--- config.mk ---
export PLATFORM = sky130hd
export DESIGN_NAME = regfile_scoreboard_flat
export DESIGN_NICKNAME = d
export VERILOG_FILES = /design/src/rtl/regfile_scoreboard_if.sv /design/src/rtl/regfile_scoreboard.sv /design/src/flat_wrapper.sv
export SDC_FILE = /design/constraint.sdc
export NUM_CORES = 1
export LEC_CHECK = 0
export CORE_ASPECT_RATIO = 0.8
export CORE_MARGIN = 1
export CORE_UTILIZATION = 53
export CTS_CLUSTER_DIAMETER = 80
export DETAILED_ROUTE_END_ITERATION = 12
export GPL_TIMING_DRIVEN = 0
export HOLD_SLACK_MARGIN = 0.03
export PLACE_DENSITY = 0.9
export SKIP_CTS_REPAIR_TIMING = 1
export SKIP_LAST_GASP = 1
export SLEW_MARGIN = 20
export SYNTH_ARGS = -nofsm -noshare
export SYNTH_HDL_FRONTEND = slang
export SYNTH_SLANG_ARGS = --single-unit
--- constraint.sdc ---
create_clock -name i_clk -period 3.8 [get_ports i_clk]
set_input_delay 0.76 -clock i_clk [delete_from_list [all_inputs] [get_ports i_clk]]
set_output_delay 0.76 -clock i_clk [all_outputs]
set_load 0.02 [all_outputs]
--- src/rtl/regfile_scoreboard_if.sv ---
// rtl/regfile_scoreboard_if.sv - issue/writeback bundle between decode, writeback and the scoreboard
interface regfile_scoreboard_if #(
  parameter int NUM_REGS = 16,
  parameter int SEL_W    = 4,
  parameter int CNT_W    = 2
);
  logic                   i_issue_valid;
  logic [SEL_W-1:0]       i_issue_rs1;
  logic                   i_issue_use_rs1;
  logic [SEL_W-1:0]       i_issue_rs2;
  logic                   i_issue_use_rs2;
  logic [SEL_W-1:0]       i_issue_rd;
  logic                   i_issue_we;
  logic                   o_issue_stall;
  logic                   o_issue_fire;
  logic                   i_wb_valid;
  logic [SEL_W-1:0]       i_wb_rd;
  logic [NUM_REGS-1:0]    o_busy;
  logic [SEL_W+CNT_W-1:0] o_outstanding;
  logic                   o_wb_error;

  // Decode/writeback side drives requests and observes the verdicts.
  modport master (
    output i_issue_valid, i_issue_rs1, i_issue_use_rs1, i_issue_rs2, i_issue_use_rs2,
    output i_issue_rd, i_issue_we, i_wb_valid, i_wb_rd,
    input  o_issue_stall, o_issue_fire, o_busy, o_outstanding, o_wb_error
  );

  // The scoreboard itself.
  modport slave (
    input  i_issue_valid, i_issue_rs1, i_issue_use_rs1, i_issue_rs2, i_issue_use_rs2,
    input  i_issue_rd, i_issue_we, i_wb_valid, i_wb_rd,
    output o_issue_stall, o_issue_fire, o_busy, o_outstanding, o_wb_error
  );
endinterface

--- src/rtl/regfile_scoreboard.sv ---
// rtl/regfile_scoreboard.sv - per-register pending-write counters with RAW/WAW issue stall
module regfile_scoreboard #(
  parameter int NUM_REGS    = 16,
  parameter int SEL_W       = 4,
  parameter int CNT_W       = 2,
  parameter int MAX_PENDING = 3
) (
  input  logic                i_clk,
  input  logic                i_reset_n,
  regfile_scoreboard_if.slave sb
);
  localparam int OW = SEL_W + CNT_W;

  logic [CNT_W-1:0]    cnt_q [NUM_REGS];
  logic [CNT_W-1:0]    cnt_d [NUM_REGS];
  logic [NUM_REGS-1:0] inc_vec;
  logic [NUM_REGS-1:0] dec_vec;
  logic [NUM_REGS-1:0] busy_q, busy_d;
  logic [OW-1:0]       outstanding_q, outstanding_d;
  logic                err_q, err_d;
  logic [CNT_W-1:0]    eff_rs1, eff_rs2;
  logic                raw1, raw2, waw, stall, fire;

  // Writeback decrements only registers that actually have a pending write.
  always_comb begin
    dec_vec = '0;
    for (int r = 0; r < NUM_REGS; r++) begin
      dec_vec[r] = sb.i_wb_valid && (sb.i_wb_rd == SEL_W'(r)) && (cnt_q[r] != '0);
    end
  end

  // Hazard check: sources see the bypassed writeback, the WAW limit does not.
  always_comb begin
    eff_rs1 = cnt_q[sb.i_issue_rs1] - CNT_W'(dec_vec[sb.i_issue_rs1]);
    eff_rs2 = cnt_q[sb.i_issue_rs2] - CNT_W'(dec_vec[sb.i_issue_rs2]);
    raw1    = sb.i_issue_use_rs1 && (eff_rs1 != '0);
    raw2    = sb.i_issue_use_rs2 && (eff_rs2 != '0);
    waw     = sb.i_issue_we && (cnt_q[sb.i_issue_rd] == CNT_W'(MAX_PENDING));
    stall   = sb.i_issue_valid && (raw1 || raw2 || waw);
    fire    = sb.i_issue_valid && !stall;
  end

  assign sb.o_issue_stall = stall;
  assign sb.o_issue_fire  = fire;

  // Next-state counters, busy image, running total and sticky error.
  always_comb begin
    inc_vec = '0;
    busy_d  = '0;
    for (int r = 0; r < NUM_REGS; r++) begin
      inc_vec[r] = fire && sb.i_issue_we && (sb.i_issue_rd == SEL_W'(r));
      cnt_d[r]   = cnt_q[r];
      if (inc_vec[r] && !dec_vec[r]) begin
        cnt_d[r] = cnt_q[r] + CNT_W'(1);
      end else if (dec_vec[r] && !inc_vec[r]) begin
        cnt_d[r] = cnt_q[r] - CNT_W'(1);
      end
      busy_d[r] = (cnt_d[r] != '0);
    end
    outstanding_d = outstanding_q + OW'(|inc_vec) - OW'(|dec_vec);
    err_d         = err_q || (sb.i_wb_valid && (cnt_q[sb.i_wb_rd] == '0));
  end

  // State registers; reset drops all tracking immediately.
  always_ff @(posedge i_clk or negedge i_reset_n) begin
    if (!i_reset_n) begin
      for (int r = 0; r < NUM_REGS; r++) begin
        cnt_q[r] <= '0;
      end
      busy_q        <= '0;
      outstanding_q <= '0;
      err_q         <= 1'b0;
    end else begin
      for (int r = 0; r < NUM_REGS; r++) begin
        cnt_q[r] <= cnt_d[r];
      end
      busy_q        <= busy_d;
      outstanding_q <= outstanding_d;
      err_q         <= err_d;
    end
  end

  assign sb.o_busy        = busy_q;
  assign sb.o_outstanding = outstanding_q;
  assign sb.o_wb_error    = err_q;
endmodule
--- src/flat_wrapper.sv ---
// flat-port wrapper written by rule: the top's interface ports become plain ports
module regfile_scoreboard_flat 
#(
  parameter int NUM_REGS    = 16,
  parameter int SEL_W       = 4,
  parameter int CNT_W       = 2,
  parameter int MAX_PENDING = 3
)
  (i_clk, i_reset_n, sb_i_issue_valid, sb_i_issue_rs1, sb_i_issue_use_rs1, sb_i_issue_rs2, sb_i_issue_use_rs2, sb_i_issue_rd, sb_i_issue_we, sb_i_wb_valid, sb_i_wb_rd, sb_o_issue_stall, sb_o_issue_fire, sb_o_busy, sb_o_outstanding, sb_o_wb_error);
  regfile_scoreboard_if #(.NUM_REGS(NUM_REGS), .SEL_W(SEL_W), .CNT_W(CNT_W)) sb_i ();
  input  logic i_clk;
  input  logic i_reset_n;
  input wire logic [$bits(sb_i.i_issue_valid)-1:0] sb_i_issue_valid;
  input wire logic [$bits(sb_i.i_issue_rs1)-1:0] sb_i_issue_rs1;
  input wire logic [$bits(sb_i.i_issue_use_rs1)-1:0] sb_i_issue_use_rs1;
  input wire logic [$bits(sb_i.i_issue_rs2)-1:0] sb_i_issue_rs2;
  input wire logic [$bits(sb_i.i_issue_use_rs2)-1:0] sb_i_issue_use_rs2;
  input wire logic [$bits(sb_i.i_issue_rd)-1:0] sb_i_issue_rd;
  input wire logic [$bits(sb_i.i_issue_we)-1:0] sb_i_issue_we;
  input wire logic [$bits(sb_i.i_wb_valid)-1:0] sb_i_wb_valid;
  input wire logic [$bits(sb_i.i_wb_rd)-1:0] sb_i_wb_rd;
  output wire logic [$bits(sb_i.o_issue_stall)-1:0] sb_o_issue_stall;
  output wire logic [$bits(sb_i.o_issue_fire)-1:0] sb_o_issue_fire;
  output wire logic [$bits(sb_i.o_busy)-1:0] sb_o_busy;
  output wire logic [$bits(sb_i.o_outstanding)-1:0] sb_o_outstanding;
  output wire logic [$bits(sb_i.o_wb_error)-1:0] sb_o_wb_error;
  assign sb_i.i_issue_valid = sb_i_issue_valid;
  assign sb_i.i_issue_rs1 = sb_i_issue_rs1;
  assign sb_i.i_issue_use_rs1 = sb_i_issue_use_rs1;
  assign sb_i.i_issue_rs2 = sb_i_issue_rs2;
  assign sb_i.i_issue_use_rs2 = sb_i_issue_use_rs2;
  assign sb_i.i_issue_rd = sb_i_issue_rd;
  assign sb_i.i_issue_we = sb_i_issue_we;
  assign sb_i.i_wb_valid = sb_i_wb_valid;
  assign sb_i.i_wb_rd = sb_i_wb_rd;
  assign sb_o_issue_stall = sb_i.o_issue_stall;
  assign sb_o_issue_fire = sb_i.o_issue_fire;
  assign sb_o_busy = sb_i.o_busy;
  assign sb_o_outstanding = sb_i.o_outstanding;
  assign sb_o_wb_error = sb_i.o_wb_error;
  regfile_scoreboard #(.NUM_REGS(NUM_REGS), .SEL_W(SEL_W), .CNT_W(CNT_W), .MAX_PENDING(MAX_PENDING)) u_core (.i_clk(i_clk), .i_reset_n(i_reset_n), .sb(sb_i));
endmodule
==> impl_metrics.csv, run 1 <==
group,metric,value,unit
yosys,synth_fp_nets,587,
sta,fin_skew,8.55,ps
die,rows,30,
critical_path,criticalPathCategory,"in2out",
place,place_ws,-1300,ps
grt,first_global_vias,4655,
pwr,power_density,704,nW/um2
pwr,p_seq_share,28.4,%
clock_network,cts_tree,"yes",
finish,fin_util,67.7,%
yosys,synthMuxAreaShare,13.4,%
clock_network,cts_buffer_depth,2,
critical_path,cp_max_fo,10,
pwr,switching_share,44.3,%
yosys,synthSimpleGateAreaFrac,24.3,%
critical_path,crit_top_cell,"buf_4",
grt,antenna_found_initial,0,
place,io_buffers,40,
grt,grt_max_degree,56,
drt,post_drt_wl_per_cell,21.3,um
die,dieArea,9630,um2
critical_path,path_buf_inv,4,
sta,max-slew-margin-rel,45.9,%
sta,setup_viol,0,
yosys,yosysWarnings,0,
pwr,peakVddDrop,0.646,mV
finish,area_growth,20.4,%
yosys,synth_edf_count,0,
yosys,ys.flop_type,"dfrtp_1",
critical_path,worstPathArrival,3010,ps
yosys,syn_area_per_cell,9.05,um2
drt,met2WireLength,6.85,mm
worst_hold_path,hp-class,"reg2reg",
die,fp.dieW,109,um
yosys,async_flop_share,100,%
pwr,combPwrFrac,59.5,%
flow_run,max-cap-violations,0,
drt,vias,4914,
sta,hold_violations,0,
clock_network,clk-insertion-delay-late,300,ps
place,dp_hpwl,11.6,mm
critical_path,cp_slowest_stage_delay,500,ps
critical_path,start_kind,"primary input",
drt,wl_met1,5.95,mm
critical_path,crit_family,"compound AO/OA/AOI/OAI gates",
critical_path,crit_chain,"clkdlybuf4s50_1 > buf_4 > o311ai_0 > a21oi_1 > o22ai_1 > a221o_1 > nor2_2 > buf_6 > a21oi_2 > buf_4",
sta,tightestPinTransition,805,ps
die,num_io_pins,48,
pwr,power,4.15,mW
clock_network,clkSinkCount,55,
drt,drc_errors,0,
die,die_h,88.0,um
clock_network,clockRootBuffer,"clkbuf_16",
yosys,synth_top_family_by_area,"simple AND/OR/NAND/NOR gates",
drt,drt_pass1_iterations,5,
die,initial_core_util,56.2,%
drt,dr_wl_met3,2.12,mm
critical_path,cp-end-kind,"primary output",
clock_network,cts.htree.levels,2,
drt,routed_wl,15.3,mm
drt,viasPerCell,6.83,
yosys,synth-xor-area-share,3.76,%
pwr,p_leak,2.36,nW
sta,setup_slack,26.4,ps
die,core_area,8710,um2
pwr,p_switching,1.84,mW
clock_network,clkTransAtPathRegs,80,ps
yosys,synth_cell_types,61,
yosys,synthAdderAreaFrac,6.03,%
pwr,intPower,2.31,mW
sta,min_period_over_period,99.3,%
finish,antenna_cells,0,
finish,layout-drive-gt1-share,22.4,%
critical_path,critical-path-slowest-cell,"o311ai_0",
drt,postRouteAntennaNets,0,
sta,period_minus_slack,3770,ps
yosys,synth_compound_area_share,17.6,%
drt,drt-initial-drc-count,593,
finish,final_nets,652,
yosys,synthCells,541,
finish,stdcell_count,719,
sta,fmax,265,MHz
place,post-place-cells,693,
drt,top_layer,"met4",
place,routabilityCongestion,1.01,
sta,hold_slack,459,ps
yosys,syn_area,4900,um2
grt,grt_usage,32.4,%
grt,overflow,0,
clock_network,cts_buffers,5,
sta,grt_setup_unrepaired,"yes",
pwr,pwr-share-clk,12.1,%
yosys,ys_seq_area_share,28.1,%
sta,slew_violations,0,
outcome,status,"finished clean",
grt,grt_pass1_wl,23.5,mm
critical_path,worstPathRequired,3040,ps
yosys,synth-seq-cells,55,
==> Yosys cell counts, types with 5 or more instances <==
cell,instances,area share [%]
nor4_1,12,1.5
o32ai_1,14,2.5
nand2_1,18,1.4
dfrtp_1,55,28
a31oi_1,5,0.64
inv_1,49,3.8
nand3b_1,10,1.5
and3_1,6,0.77
buf_2,7,0.72
nor3_1,22,2.2
o21a_1,10,1.5
or3_1,11,1.4
nor3_2,8,1.6
nor2_1,69,5.3
mux2_2,9,2.1
nand2b_1,17,2.2
a22oi_2,8,2.0
nand3_1,13,1.3
ha_1,22,5.6
xnor2_1,21,3.8
a21oi_1,13,1.3
o211ai_1,5,0.77
nand4_1,9,1.1
mux4_2,21,9.7
clkbuf_1,16,1.2
a211oi_1,10,1.5
mux2i_1,5,1.0
o22ai_1,7,0.89
==> placed cells by master, fill, tap and decap left out, types with 5 or more instances in the layout <==
master and count:
buf_6 9, nor2_1 67, clkbuf_16 5, or3_1 11
nand3b_1 10, ha_1 21, and3_1 6, mux4_2 21
dfrtp_2 7, a21oi_1 12, nand4_1 9, nor3_2 12
o22ai_1 7, nor3_1 18, nand3_1 13, dlymetal6s2s_1 5
o211ai_1 5, o32ai_1 14, clkbuf_2 5, nor4_1 10
inv_1 49, clkdlybuf4s50_1 31, nand2_1 17, nand2b_1 17
a22oi_2 8, a211oi_1 7, mux2_2 8, dfrtp_1 48
a31oi_1 5, xnor2_1 21, buf_4 26, o21a_1 10
==> state kept, by name (all words and copies together), names as in the netlist <==
register / flops
u_core.sb.o_wb_error: 1
u_core.cnt_q: 32
u_core.sb.o_outstanding: 6
u_core.sb.o_busy: 16
==> power by group through the flow <==
stage,logic (mW),clock network (mW),registers (mW)
after floorplan,1.43,0,1.24
after global placement,2.16,0,1.17
after detailed placement,2.26,0,1.19
after CTS,2.27,0.504,1.18
after global routing,2.64,0.523,1.21
final,2.47,0.502,1.18
==> path summary, 6_finish.rpt <==
path,to,slack (ps),from,cells after the start
min reg2reg,u_core.sb.o_wb_error,460,u_core.sb.o_wb_error,1
min in group asynchronous,u_core.cnt_q[10],510,i_reset_n,1
max,sb_o_issue_stall,30,sb_i_issue_rd[1],10
max reg2reg,u_core.sb.o_outstanding[4],120,u_core.cnt_q[10],18
min,u_core.sb.o_wb_error,460,u_core.sb.o_wb_error,1
max in group asynchronous,u_core.cnt_q[30],2780,i_reset_n,1
==> cells by family after synthesis <==
| family | after synthesis |
|---|---|
| AND/OR/NAND/NOR | 219 |
| AO/OA/AOI/OAI | 108 |
| buffers and inverters | 78 |
| flip-flops | 55 |
| multiplexers | 37 |
| adder cells (fa/ha/maj) | 23 |
| XOR/XNOR | 21 |
==> final cells by class <==
cell class / instances / area [um2]
multi-input combinational: 408 / 3270
inverter: 49 / 184
fill: 709 / 2810
sequential: 55 / 1390
tap: 112 / 140
buffer: 28 / 219
clock inverter: 3 / 31.3
timing repair buffer: 59 / 543
clock buffer: 5 / 125
==> layer usage <==
metal,up-vias,global-route usage (%)
met1,2360,42.3
li1,2150,-
met3,50,11.2
met5,-,0
met4,0,9.33
met2,354,51.2
==> through the flow <==
stage | setup TNS, ps | area [um2]
2_1_floorplan | 0 | 4900
3_3_place_gp | -21020 | 5440
3_5_place_dp | -22960 | 5440
4_1_cts | -7590 | 5600
5_1_grt | -74.2 | 5900
6_report | 0 | 5900
(Power assumes the default switching activity.)
==> inputs of run 2 (changes only) <==
--- a/config.mk
+++ b/config.mk
@@ -6,13 +6,11 @@
 export NUM_CORES = 1
 export LEC_CHECK = 0
 export CORE_ASPECT_RATIO = 0.8
-export CORE_MARGIN = 1
 export CORE_UTILIZATION = 53
-export CTS_CLUSTER_DIAMETER = 80
 export DETAILED_ROUTE_END_ITERATION = 12
 export GPL_TIMING_DRIVEN = 0
 export HOLD_SLACK_MARGIN = 0.03
-export PLACE_DENSITY = 0.9
+export PLACE_DENSITY = 0.87
 export SKIP_CTS_REPAIR_TIMING = 1
 export SKIP_LAST_GASP = 1
 export SLEW_MARGIN = 20
==> constraint.sdc (replaced) <==
create_clock -name i_clk -period 4.6 [get_ports i_clk]
set_input_delay 0.92 -clock i_clk [delete_from_list [all_inputs] [get_ports i_clk]]
set_output_delay 0.92 -clock i_clk [all_outputs]
set_load 0.02 [all_outputs]
==> run 2 against run 1 <==
- clock skew hardly changed
- largest cell class unchanged
- global-route usage rose by 0.19 points
- final area is 4.0% lower
- die area unchanged
- flip-flop and latch count is the same
==> impl_metrics.csv, run 2 (same netlist as run 1, synthesis figures left out) <==
group,metric,value,unit
critical_path,cp_max_fo,10,
critical_path,ff2ff_path_depth,18,
finish,final_nets,635,
flow_run,max-cap-violations,0,
drt,viasPerCell,6.88,
drt,drc_errors,0,
finish,layout-drive-gt1-share,15.1,%
drt,vias,4831,
critical_path,worstPathRequired,3680,ps
grt,antenna_found_initial,0,
sta,fmax,221,MHz
place,io_buffers,40,
clock_network,cts_buffers,5,
grt,grt_usage,32.6,%
die,dieArea,9630,um2
die,rows,30,
clock_network,clk-insertion-delay-late,300,ps
pwr,power_density,592,nW/um2
finish,multi_input_area,3190,um2
sta,max-slew-margin-rel,45.4,%
sta,fin_skew,8.12,ps
clock_network,cts_buffer_depth,2,
drt,routed_wl,15.0,mm
worst_hold_path,hp-class,"reg2reg",
finish,regMostFlops,"u_core.cnt_q",
die,fp.dieW,109,um
outcome,status,"finished clean",
finish,regArea,1380,um2
drt,post_drt_wl_per_cell,21.3,um
critical_path,start_kind,"primary input",
clock_network,clkSinkCount,55,
finish,antenna_cells,0,
sta,setup_slack,75.3,ps
sta,hold_violations,0,
clock_network,clockRootBuffer,"clkbuf_16",
critical_path,cp_slowest_stage_delay,610,ps
pwr,power,3.35,mW
critical_path,critical-path-slowest-cell,"or3b_2",
die,die_h,88.0,um
grt,grt_pass1_wl,23.3,mm
drt,drt-initial-drc-count,642,
finish,final_common_cell,"nor2_1",
sta,setup_viol,0,
clock_network,cts_tree,"yes",
sta,slew_violations,0,
critical_path,criticalPathCategory,"in2out",
critical_path,cp-end-kind,"primary output",
sta,tns,0,ps
place,dp_hpwl,11.4,mm
finish,area_growth,15.6,%
die,core_area,8710,um2
sta,tightestPinTransition,811,ps
die,initial_core_util,56.2,%
critical_path,worstPathArrival,3600,ps
critical_path,crit_family,"simple AND/OR/NAND/NOR gates",
pwr,peakVddDrop,0.450,mV
place,place_ws,-809,ps
pwr,p_leak,2.25,nW
grt,grt_max_degree,56,
critical_path,reg2reg_slack,610,ps
critical_path,path_buf_inv,3,
worst_hold_path,holdPathEnd,"u_core.sb.o_wb_error",
drt,drt_pass1_iterations,6,
drt,postRouteAntennaNets,0,
critical_path,r2r-start,"u_core.cnt_q[10]",
sta,period_minus_slack,4520,ps
grt,first_global_vias,4417,
grt,overflow,0,
place,routabilityCongestion,1.03,
critical_path,crit_chain,"clkdlybuf4s50_1 > or3b_2 > nor4_1 > a221oi_1 > a32oi_1 > mux2_4 > buf_4 > nand2_1 > nor2_1 > dlymetal6s2s_1",
worst_hold_path,min_from,"u_core.sb.o_wb_error",
finish,most-common-layout-cells,"nor2_1 (69), dfrtp_1 (55), inv_1 (49), clkdlybuf4s50_1 (34)",
critical_path,r2r_end,"u_core.sb.o_outstanding[4]",
sta,min_period_over_period,98.4,%
finish,largest_register_ffs,32,
clock_network,cts.htree.levels,2,
finish,fin_util,65.0,%
sta,hold_slack,460,ps
finish,fillers,730,
die,num_io_pins,48,
worst_hold_path,min_path_cells,1,
clock_network,clkTransAtPathRegs,70,ps
[run 2: changes by cell type in the layout (fill, tap and decap cells not counted), sizes merged]
cell	previous run	this run
clkbuf	17	19
buf	39	18
clkdlybuf4s50	31	34
bufinv	0	1
dlymetal6s2s	5	4
clkinv	1	0
[run 2: area by class of cell]
type	count	share of cell area (%)
well taps	112	2.48
multi-input cells	408	56.4
plain buffers	28	3.05
flip-flops and latches	55	24.3
repair buffers	42	7.38
clock inverters	3	0.884
clock buffers	5	2.21
inverters	49	3.25
[run 2: how the worst max path moves through the flow]
stage	startpoint	end	slack, ps	cells past startpoint
2_1_floorplan	sb_i_issue_rs2[1]	sb_o_issue_stall	360	8
3_3_place_gp	sb_i_issue_rs1[2]	sb_o_issue_fire	-760	11
3_5_place_dp	sb_i_wb_rd[0]	sb_o_issue_fire	-810	12
4_1_cts	sb_i_wb_rd[0]	sb_o_issue_fire	-830	12
5_1_grt	sb_i_issue_rd[1]	sb_o_issue_fire	-1	11
6_report	sb_i_wb_valid	sb_o_issue_fire	80	10
[run 2: where the power goes]
| part | total [mW] | internal, mW | switching [mW] | leakage [nW] |
|---|---|---|---|---|
| combinational | 1.91 | 0.920 | 0.991 | 1.50 |
| sequential | 0.984 | 0.701 | 0.284 | 0.669 |
| clock | 0.457 | 0.263 | 0.193 | 0.0863 |
[run 2: metrics by stage]
| stage | std cells | instance area (um2) |
|---|---|---|
| 2_1_floorplan | 541 | 4900 |
| 5_1_grt | 702 | 5660 |
| 3_3_place_gp | 693 | 5440 |
| 3_5_place_dp | 693 | 5430 |
| 4_1_cts | 701 | 5610 |
| 6_report | 702 | 5660 |
[run 2: per-layer routing]
metal / track usage [%] / vias up / routed length (um)
met5: 0 / - / 0
met4: 11.9 / 0 / 554
met3: 9.75 / 75 / 2060
met2: 49.3 / 362 / 6500
met1: 44.3 / 2278 / 5850
li1: - / 2116 / -
==> inputs of run 3 (changes only) <==
--- a/config.mk
+++ b/config.mk
@@ -5,7 +5,7 @@
 export SDC_FILE = /design/constraint.sdc
 export NUM_CORES = 1
 export LEC_CHECK = 0
-export CORE_ASPECT_RATIO = 0.8
+export CORE_ASPECT_RATIO = 0.5
 export CORE_UTILIZATION = 53
 export DETAILED_ROUTE_END_ITERATION = 12
 export GPL_TIMING_DRIVEN = 0
==> constraint.sdc (replaced) <==
create_clock -name i_clk -period 5.65 [get_ports i_clk]
set_input_delay 1.13 -clock i_clk [delete_from_list [all_inputs] [get_ports i_clk]]
set_output_delay 1.13 -clock i_clk [all_outputs]
set_load 0.02 [all_outputs]
==> run 3 against run 2 <==
- power shrank 19%
- routed wire length is 2.1% higher
- register-to-register slack better by 990 ps
- core utilization shrank 1.6 points
- worst setup slack gained 380 ps
- cell count increased by 0.43%
- sequential power down 18%
- count of clock-buffer cells in the layout did not move
- first-iteration DRC count rose by 25%
- critical path depth grew 2
- die area increased by 0.22%
==> impl_metrics.csv, run 3 (same netlist as run 1, synthesis figures left out) <==
group,metric,value,unit
grt,grt_pass1_wl,23.8,mm
grt,antenna_found_initial,0,
critical_path,critPathCapture,"sb_o_issue_fire",
finish,stdcell_count,705,
pwr,intPower,1.48,mW
place,io_buffers,40,
outcome,status,"finished clean",
clock_network,cts_buffers,5,
grt,first_global_vias,4429,
die,initial_core_util,55.5,%
critical_path,critical-path-slowest-cell,"clkdlybuf4s50_1",
place,dp_hpwl,11.8,mm
clock_network,clk-insertion-delay-late,310,ps
critical_path,start_kind,"primary input",
pwr,p_seq_share,29.9,%
critical_path,cp-end-kind,"primary output",
place,routabilityCongestion,1.02,
sta,period_minus_slack,5200,ps
clock_network,clockRootBuffer,"clkbuf_16",
finish,regMostFlops,"u_core.cnt_q",
drt,postRouteAntennaNets,0,
place,post-place-cells,698,
die,num_io_pins,48,
critical_path,cp_slowest_stage_delay,550,ps
pwr,combPwrFrac,57.8,%
critical_path,reg2reg_slack,1600,ps
sta,hold_violations,0,
drt,drt_pass1_iterations,5,
clock_network,cts.htree.levels,2,
critical_path,cp_max_fo,10,
die,dieArea,9650,um2
pwr,p_leak,2.20,nW
sta,setup_viol,0,
die,core_area,8830,um2
worst_hold_path,hp-class,"reg2reg",
drt,drc_errors,0,
pwr,power,2.71,mW
drt,routed_wl,15.3,mm
sta,min_period_over_period,92.0,%
critical_path,r2r_end,"u_core.sb.o_outstanding[4]",
critical_path,worstPathArrival,4070,ps
critical_path,worstPathRequired,4520,ps
grt,grt_usage,33.1,%
worst_hold_path,min_from,"u_core.sb.o_wb_error",
drt,vias,4792,
pwr,power_density,483,nW/um2
critical_path,crit_chain,"clkdlybuf4s50_1 > or3b_2 > clkbuf_1 > nor3_1 > a211oi_1 > a32oi_2 > mux2i_1 > nor2_1 > clkbuf_2 > nand2_1 > nor2_1 > dlymetal6s2s_1",
finish,most-common-layout-cells,"nor2_1 (69), dfrtp_1 (55), inv_1 (49), clkdlybuf4s50_1 (37)",
sta,grt_setup_unrepaired,"no",
finish,final_common_cell,"nor2_1",
pwr,peakVddDrop,0.333,mV
flow_run,max-cap-violations,0,
sta,slew_violations,0,
pwr,pwr-share-clk,12.3,%
critical_path,ff2ff_path_depth,18,
critical_path,criticalPathCategory,"in2out",
critical_path,crit_top_cell,"nor2_1",
sta,tightestPinTransition,742,ps
place,post_dp_cell_area,5440,um2
finish,fillers,751,
finish,fin_util,63.4,%
sta,fmax,192,MHz
pwr,p_switching,1.22,mW
finish,final_nets,633,
die,fp.dieW,138,um
finish,stdcell_area,5600,um2
clock_network,clkSinkCount,55,
critical_path,r2r-start,"u_core.cnt_q[10]",
die,die_h,70.0,um
clock_network,cts_tree,"yes",
die,rows,24,
drt,viasPerCell,6.80,
sta,fin_skew,7.53,ps
grt,grt_max_degree,56,
pwr,switching_share,45.2,%
grt,overflow,0,
drt,drt-initial-drc-count,801,
clock_network,clkTransAtPathRegs,70,ps
critical_path,crit_start,"sb_i_wb_rd[3]",
finish,largest_register_ffs,32,
sta,max-slew-margin-rel,50.5,%
drt,post_drt_wl_per_cell,21.7,um
finish,area_growth,14.4,%
clock_network,cts_buffer_depth,2,
finish,layout-drive-gt1-share,13.8,%
finish,antenna_cells,0,
==> run 3: per-layer routing <==
layer	vias to the layer above	wire length, um	GRT usage, %
met3	57	2300	13.1
met4	0	324	7.73
li1	2109	-	-
met2	335	6480	48.7
met1	2291	6170	45.5
met5	-	0	0
==> run 3: metrics by stage <==
| stage | hold WS [ps] | setup slack [ps] | TNS [ps] |
|---|---|---|---|
| 2_1_floorplan | 507 | 991 | 0 |
| 3_3_place_gp | 440 | -163 | -215 |
| 3_5_place_dp | 448 | -254 | -337 |
| 4_1_cts | 465 | -253 | -337 |
| 5_1_grt | 490 | 306 | 0 |
| 6_report | 463 | 454 | 0 |
==> run 3: worst min-delay path by stage <==
stage                           endpoint  slack [ps]  cells past startpoint
floorplan            u_core.sb.o_busy[5]         510                      1
global placement    u_core.sb.o_wb_error         440                      1
detailed placement  u_core.sb.o_wb_error         450                      1
CTS                 u_core.sb.o_wb_error         460                      1
global route        u_core.sb.o_wb_error         490                      1
finish              u_core.sb.o_wb_error         460                      1
==> run 3: final cells by class <==
cell class                 instances  area (um2)  share of cell area [%]
tap                              117         146                    2.61
multi-input combinational        408        3180                    56.9
buffer                            28         154                    2.75
clock buffer                       5         125                    2.23
timing repair buffer              40         403                    7.19
clock inverter                     3        27.5                   0.492
inverter                          49         184                    3.28
sequential                        55        1380                    24.6
==> run 3: power groups by stage <==
stage / Sequential [mW] / Combinational [mW] / Clock [mW]
after global placement: 0.789 / 1.48 / 0
after CTS: 0.797 / 1.53 / 0.336
after floorplan: 0.836 / 0.956 / 0
after detailed placement: 0.803 / 1.52 / 0
final: 0.809 / 1.56 / 0.333
after global routing: 0.828 / 1.69 / 0.353
==> run 3: worst max-delay path, delay by kind of cell <==
family / cells / cell delay [ps]
AND/OR/NAND/NOR: 5 / 1150
AO/OA/AOI/OAI: 2 / 350
multiplexers: 1 / 120
buffers and inverters: 4 / 1300
